**src/rtl/ghostbus_host.sv**
```systemverilog
// ghostbus_host: ghostbus initiator. Turns a valid/ready command stream into
// single ghostbus write/read transactions (one outstanding at a time) and
// returns read data on a valid/ready response stream. The responder has no
// acknowledge, so read data is sampled a fixed RD cycles after the read strobe.
//
// Ports:
//   gb_clk, rst_n                  clock (also feeds the responder), async active-low reset
//   cmd_valid/cmd_ready            command handshake
//   cmd_we, cmd_addr, cmd_wdata    command: 1 = write, address, write data
//   rsp_valid/rsp_ready, rsp_rdata read response handshake and captured data
//   gb_addr, gb_wdata              bus address / write data (held between transactions)
//   gb_wen, gb_wstb, gb_rstb       write enable, write strobe (= wen), read strobe
//   gb_rdata                       bus read data from the responder
//   wr_count, rd_count             completed write / read counters, wrapping
module ghostbus_host #(
    parameter int AW = 24,
    parameter int DW = 32,
    parameter int RD = 1,
    parameter int CW = 16
) (
    input  logic          gb_clk,
    input  logic          rst_n,
    input  logic          cmd_valid,
    output logic          cmd_ready,
    input  logic          cmd_we,
    input  logic [AW-1:0] cmd_addr,
    input  logic [DW-1:0] cmd_wdata,
    output logic          rsp_valid,
    input  logic          rsp_ready,
    output logic [DW-1:0] rsp_rdata,
    output logic [AW-1:0] gb_addr,
    output logic [DW-1:0] gb_wdata,
    output logic          gb_wen,
    output logic          gb_wstb,
    output logic          gb_rstb,
    input  logic [DW-1:0] gb_rdata,
    output logic [CW-1:0] wr_count,
    output logic [CW-1:0] rd_count
);

    if (RD < 1 || RD > 15) begin : g_bad_rd
        $error("ghostbus_host: RD=%0d is outside the legal range 1..15", RD);
    end

    typedef enum logic [2:0] {
        S_RESET, S_IDLE, S_WRITE, S_READ, S_WAIT, S_RESP
    } state_t;

    state_t     state, state_nx;
    logic [3:0] wait_cnt;
    logic       accept;
    logic       last_wait;

    assign accept    = (state == S_IDLE) && cmd_valid;
    // Final WAIT cycle: gb_rdata is valid now and is captured at this edge.
    assign last_wait = (state == S_WAIT) && (wait_cnt == 4'd0);

    always_ff @(posedge gb_clk or negedge rst_n) begin
        if (!rst_n) state <= S_RESET;
        else        state <= state_nx;
    end

    always_comb begin
        state_nx = state;
        case (state)
            S_RESET: state_nx = S_IDLE;
            S_IDLE:  if (cmd_valid) state_nx = cmd_we ? S_WRITE : S_READ;
            S_WRITE: state_nx = S_IDLE;
            S_READ:  state_nx = S_WAIT;
            S_WAIT:  if (wait_cnt == 4'd0) state_nx = S_RESP;
            S_RESP:  if (rsp_ready) state_nx = S_IDLE;
            default: state_nx = S_RESET;
        endcase
    end

    // Every output is a flop. Strobes and handshake flags are decoded from the
    // next state so they line up with the state they describe.
    always_ff @(posedge gb_clk or negedge rst_n) begin
        if (!rst_n) begin
            cmd_ready <= 1'b0;
            rsp_valid <= 1'b0;
            rsp_rdata <= '0;
            gb_addr   <= '0;
            gb_wdata  <= '0;
            gb_wen    <= 1'b0;
            gb_wstb   <= 1'b0;
            gb_rstb   <= 1'b0;
            wr_count  <= '0;
            rd_count  <= '0;
            wait_cnt  <= '0;
        end else begin
            cmd_ready <= (state_nx == S_IDLE);
            gb_wen    <= (state_nx == S_WRITE);
            gb_wstb   <= (state_nx == S_WRITE);
            gb_rstb   <= (state_nx == S_READ);
            rsp_valid <= (state_nx == S_RESP);

            // Address stays put until the next accepted command so the
            // responder's combinational decode is stable through RESP.
            if (accept) begin
                gb_addr <= cmd_addr;
                if (cmd_we) gb_wdata <= cmd_wdata;
            end

            // WAIT spans RD cycles: load RD-1 while in READ, stop at zero.
            if (state == S_READ)      wait_cnt <= 4'(RD - 1);
            else if (state == S_WAIT) wait_cnt <= wait_cnt - 4'd1;

            if (last_wait) rsp_rdata <= gb_rdata;

            if (state == S_WRITE)             wr_count <= wr_count + CW'(1);
            if (state == S_RESP && rsp_ready) rd_count <= rd_count + CW'(1);
        end
    end

endmodule

```
**config.mk**
```make
export PLATFORM = sky130hd
export DESIGN_NAME = ghostbus_host
export DESIGN_NICKNAME = d
export VERILOG_FILES = /design/src/rtl/ghostbus_host.sv
export SDC_FILE = /design/constraint.sdc
export NUM_CORES = 1
export LEC_CHECK = 0
export ABC_AREA = 0
export CORE_MARGIN = 5
export CORE_UTILIZATION = 46
export DETAILED_ROUTE_END_ITERATION = 7
export GPL_ROUTABILITY_DRIVEN = 0
export PLACE_DENSITY_LB_ADDON = 0.25
export SETUP_SLACK_MARGIN = 0.5
export SLEW_MARGIN = 20
export SYNTH_ARGS = -nofsm -noshare
export SYNTH_HDL_FRONTEND = slang
export SYNTH_SLANG_ARGS = --single-unit
```
**constraint.sdc**
```tcl
create_clock -name gb_clk -period 5.81 [get_ports gb_clk]
set_clock_uncertainty 0.1 [all_clocks]
set_input_delay 1.162 -clock gb_clk [delete_from_list [all_inputs] [get_ports gb_clk]]
set_output_delay 1.162 -clock gb_clk [all_outputs]
set_load 0.005 [all_outputs]
```
==> results.txt <==
IO Count -> 218
core box area -> 11400 µm²
All-Layer GR Usage -> 0.192
nets@finish -> 683
top cells by area, synth -> dfrtp_1, mux2_2, mux2_4
Max Root-Sink Buffers -> 2
PostCTS Resize Cnt -> 0
via count -> 3685
FF+latch count, synth -> 131
Tmin final -> 2.88 ns
post-synth top area share -> 0.615
Setup-failing EPs final -> 0
most common library cells after synthesis -> dfrtp_1, mux2_2, mux2_4
first-pass GRT wire length -> 21.6 mm
hold_sp -> wr_count[15]$_DFFE_PN0N_
Req. time, crit path -> 5.99 ns
Setup WS pre-CTS -> 2.50 ns
drt wl/cell -> 17.4 µm
Worst-Skew Late Latency -> 0.40 ns
non-filler cells, final -> 740
PwrDens -> 490 nW/µm²
setup TNS -> 0 ns
Reg area -> 3280 µm²
WL met1 -> 5.24 mm
first-pass detailed-route iteration total -> 4
Hold Path Sink -> wr_count[15]$_DFFE_PN0N_
met2 routed WL -> 6.11 mm
CP arrival -> 3.07 ns
IO Port Bufs -> 217
Syn-to-layout area delta -> 53.0%
post-placement cell area -> 7600 µm²
max-cap violation count -> 0
Worst R2R End -> rsp_rdata[0]$_DFFE_PN0P_
# fillers -> 804
Routed WL -> 12.9 mm
Post-CTS Setup Inserts -> 0
post-synth cell types -> 39
asr flop ratio synth -> 1.00
fin. max-slew vios -> 0
setup ws final -> 2.93 ns
crit path launch type -> input pin
die height -> 118 µm
initial DRC count -> 198
register area share after synthesis -> 0.615
Tcrit/Tclk final -> 0.496
WS Path Type -> in -> reg
TritonCTS clock tree -> built
Vias per Instance -> 4.98
number of remaining DRC errors -> 0
antenna viol nets, final -> 0
die area -> 13800 µm²
Multi-input gate area -> 1930 µm²
clock sinks -> 131
placed insts -> 710
CTS Buf Count -> 17
Final Hold Vio Count -> 0
area leader, netlist -> dfrtp_1
die width -> 118 µm
initial antenna violation count -> 0
slew of the pin with the lowest slew margin -> 0.875 ns
top sig layer -> met4
Critical Path End Type -> flop
Hold Crit Class -> reg -> reg
Util after Layout -> 0.717
number of global-route vias before repair -> 4043
top_reg_cell synth -> dfrtp_1
LEAKAGE -> 3.58 nW
Starting Density -> 0.469
maximum VDD drop -> 0.288 mV
Tot Pwr -> 3.99 mW
r2r startpoint -> state[2]$_DFF_PN0_
grt ovf -> 0
Hold Crit Depth -> 1
layout cells sized above 1 -> 0.204
max frequency -> 0.347 GHz
mean post-synth cell area -> 14.7 µm²
Fin Hold WS -> 0.372 ns
Clock transition at path regs -> 0.05 ns
Mapped Area -> 5330 µm²
ant diodes -> 0
row cnt -> 39
Mapped Cells -> 362
hold buffer count at cts -> 0
routed wl met3 -> 1.28 mm
root buffer cell -> clkbuf_16
Final Cell Area -> 8160 µm²
crit-path max FO -> 33
unrepaired setup endpoints after global routing -> false
Synth warnings -> 0
EDFF count, synth -> 0
H-tree depth -> 4
largest net degree at the start of global routing -> 83
R2R cell count -> 4
max_slew headroom -> 0.416
register-to-register setup slack -> 3.25 ns
hpwl dp -> 9.36 mm
status -> finished, final reports clean
most numerous cell in the Yosys netlist -> dfrtp_1
syn_nets -> 459
==> cell type report <==
| type | instances | area share |
|---|---|---|
| Inverter | 7 | 0.00322 |
| Tap cell | 143 | 0.0219 |
| Clock inverter | 6 | 0.00982 |
| Clock buffer | 24 | 0.0578 |
| Timing Repair Buffer | 219 | 0.268 |
| Sequential cell | 131 | 0.402 |
| Multi-Input combinational cell | 210 | 0.237 |
==> how the worst max path moves through the flow <==
stage,start,to
2_1_floorplan,cmd_valid,gb_addr[0]$_DFFE_PN0P_
3_3_place_gp,cmd_valid,gb_wdata[26]$_DFFE_PN0P_
3_5_place_dp,cmd_valid,gb_wdata[25]$_DFFE_PN0P_
4_1_cts,cmd_valid,gb_wdata[25]$_DFFE_PN0P_
5_1_grt,cmd_valid,gb_wdata[25]$_DFFE_PN0P_
6_report,cmd_valid,gb_wdata[25]$_DFFE_PN0P_
==> worst max-delay path: stages <==
cell and delay, ns:
clkdlybuf4s50_1 0.47, inv_1 0.08, nor3_4 0.16, buf_4 0.35
nand2_4 0.39, mux2_4 0.42
==> cell families (layout without fill, tap and decap cells) <==
| family | count (synthesis) | in the layout | synth area share |
|---|---|---|---|
| xor+xnor | 30 | 30 | 0.0493 |
| compound gates | 13 | 13 | 0.0153 |
| flops | 131 | 131 | 0.615 |
| buf+inv | 21 | 256 | 0.0223 |
| simple gates | 73 | 73 | 0.0782 |
| mux | 90 | 90 | 0.210 |
| fa+ha+maj | 4 | 4 | 0.00939 |
==> placed cells by master (no fill, tap or decap), types with 2 or more instances in the layout <==
cell type,count
clkdlybuf4s50_1,216
dfrtp_1,131
mux2_2,60
mux2_4,29
xnor2_1,21
nand2_1,19
clkbuf_16,17
nand4_1,10
xor2_1,9
nor2_1,8
inv_1,7
nand3_1,7
and3_1,7
nor3_1,5
clkbuf_1,5
a21oi_1,4
ha_1,4
clkinv_2,4
nand2b_1,3
o21ai_0,3
nor4_1,2
and4_1,2
bufinv_16,2
clkbuf_8,2
buf_4,2
==> where the power goes <==
part	switching, mW	internal, mW	total [mW]
combinational	0.441	1.03	1.47
clock	0.356	0.646	1.00
sequential	0.243	1.28	1.52
==> per-layer routing <==
| layer | GRT usage | vias to the layer above |
|---|---|---|
| li1 | - | 1708 |
| met5 | 0 | - |
| met1 | 0.230 | 1792 |
| met2 | 0.303 | 163 |
| met4 | 0.0746 | 0 |
| met3 | 0.0879 | 22 |
==> flip-flops by register name, indices dropped and copies added, names as in the netlist <==
name,flops
cmd_ready,1
gb_addr,24
gb_rstb,1
gb_wdata,32
gb_wstb,1
rd_count,16
rsp_rdata,32
rsp_valid,1
state,3
wait_cnt,4
wr_count,16
Power figures use the tool's default switching activity.
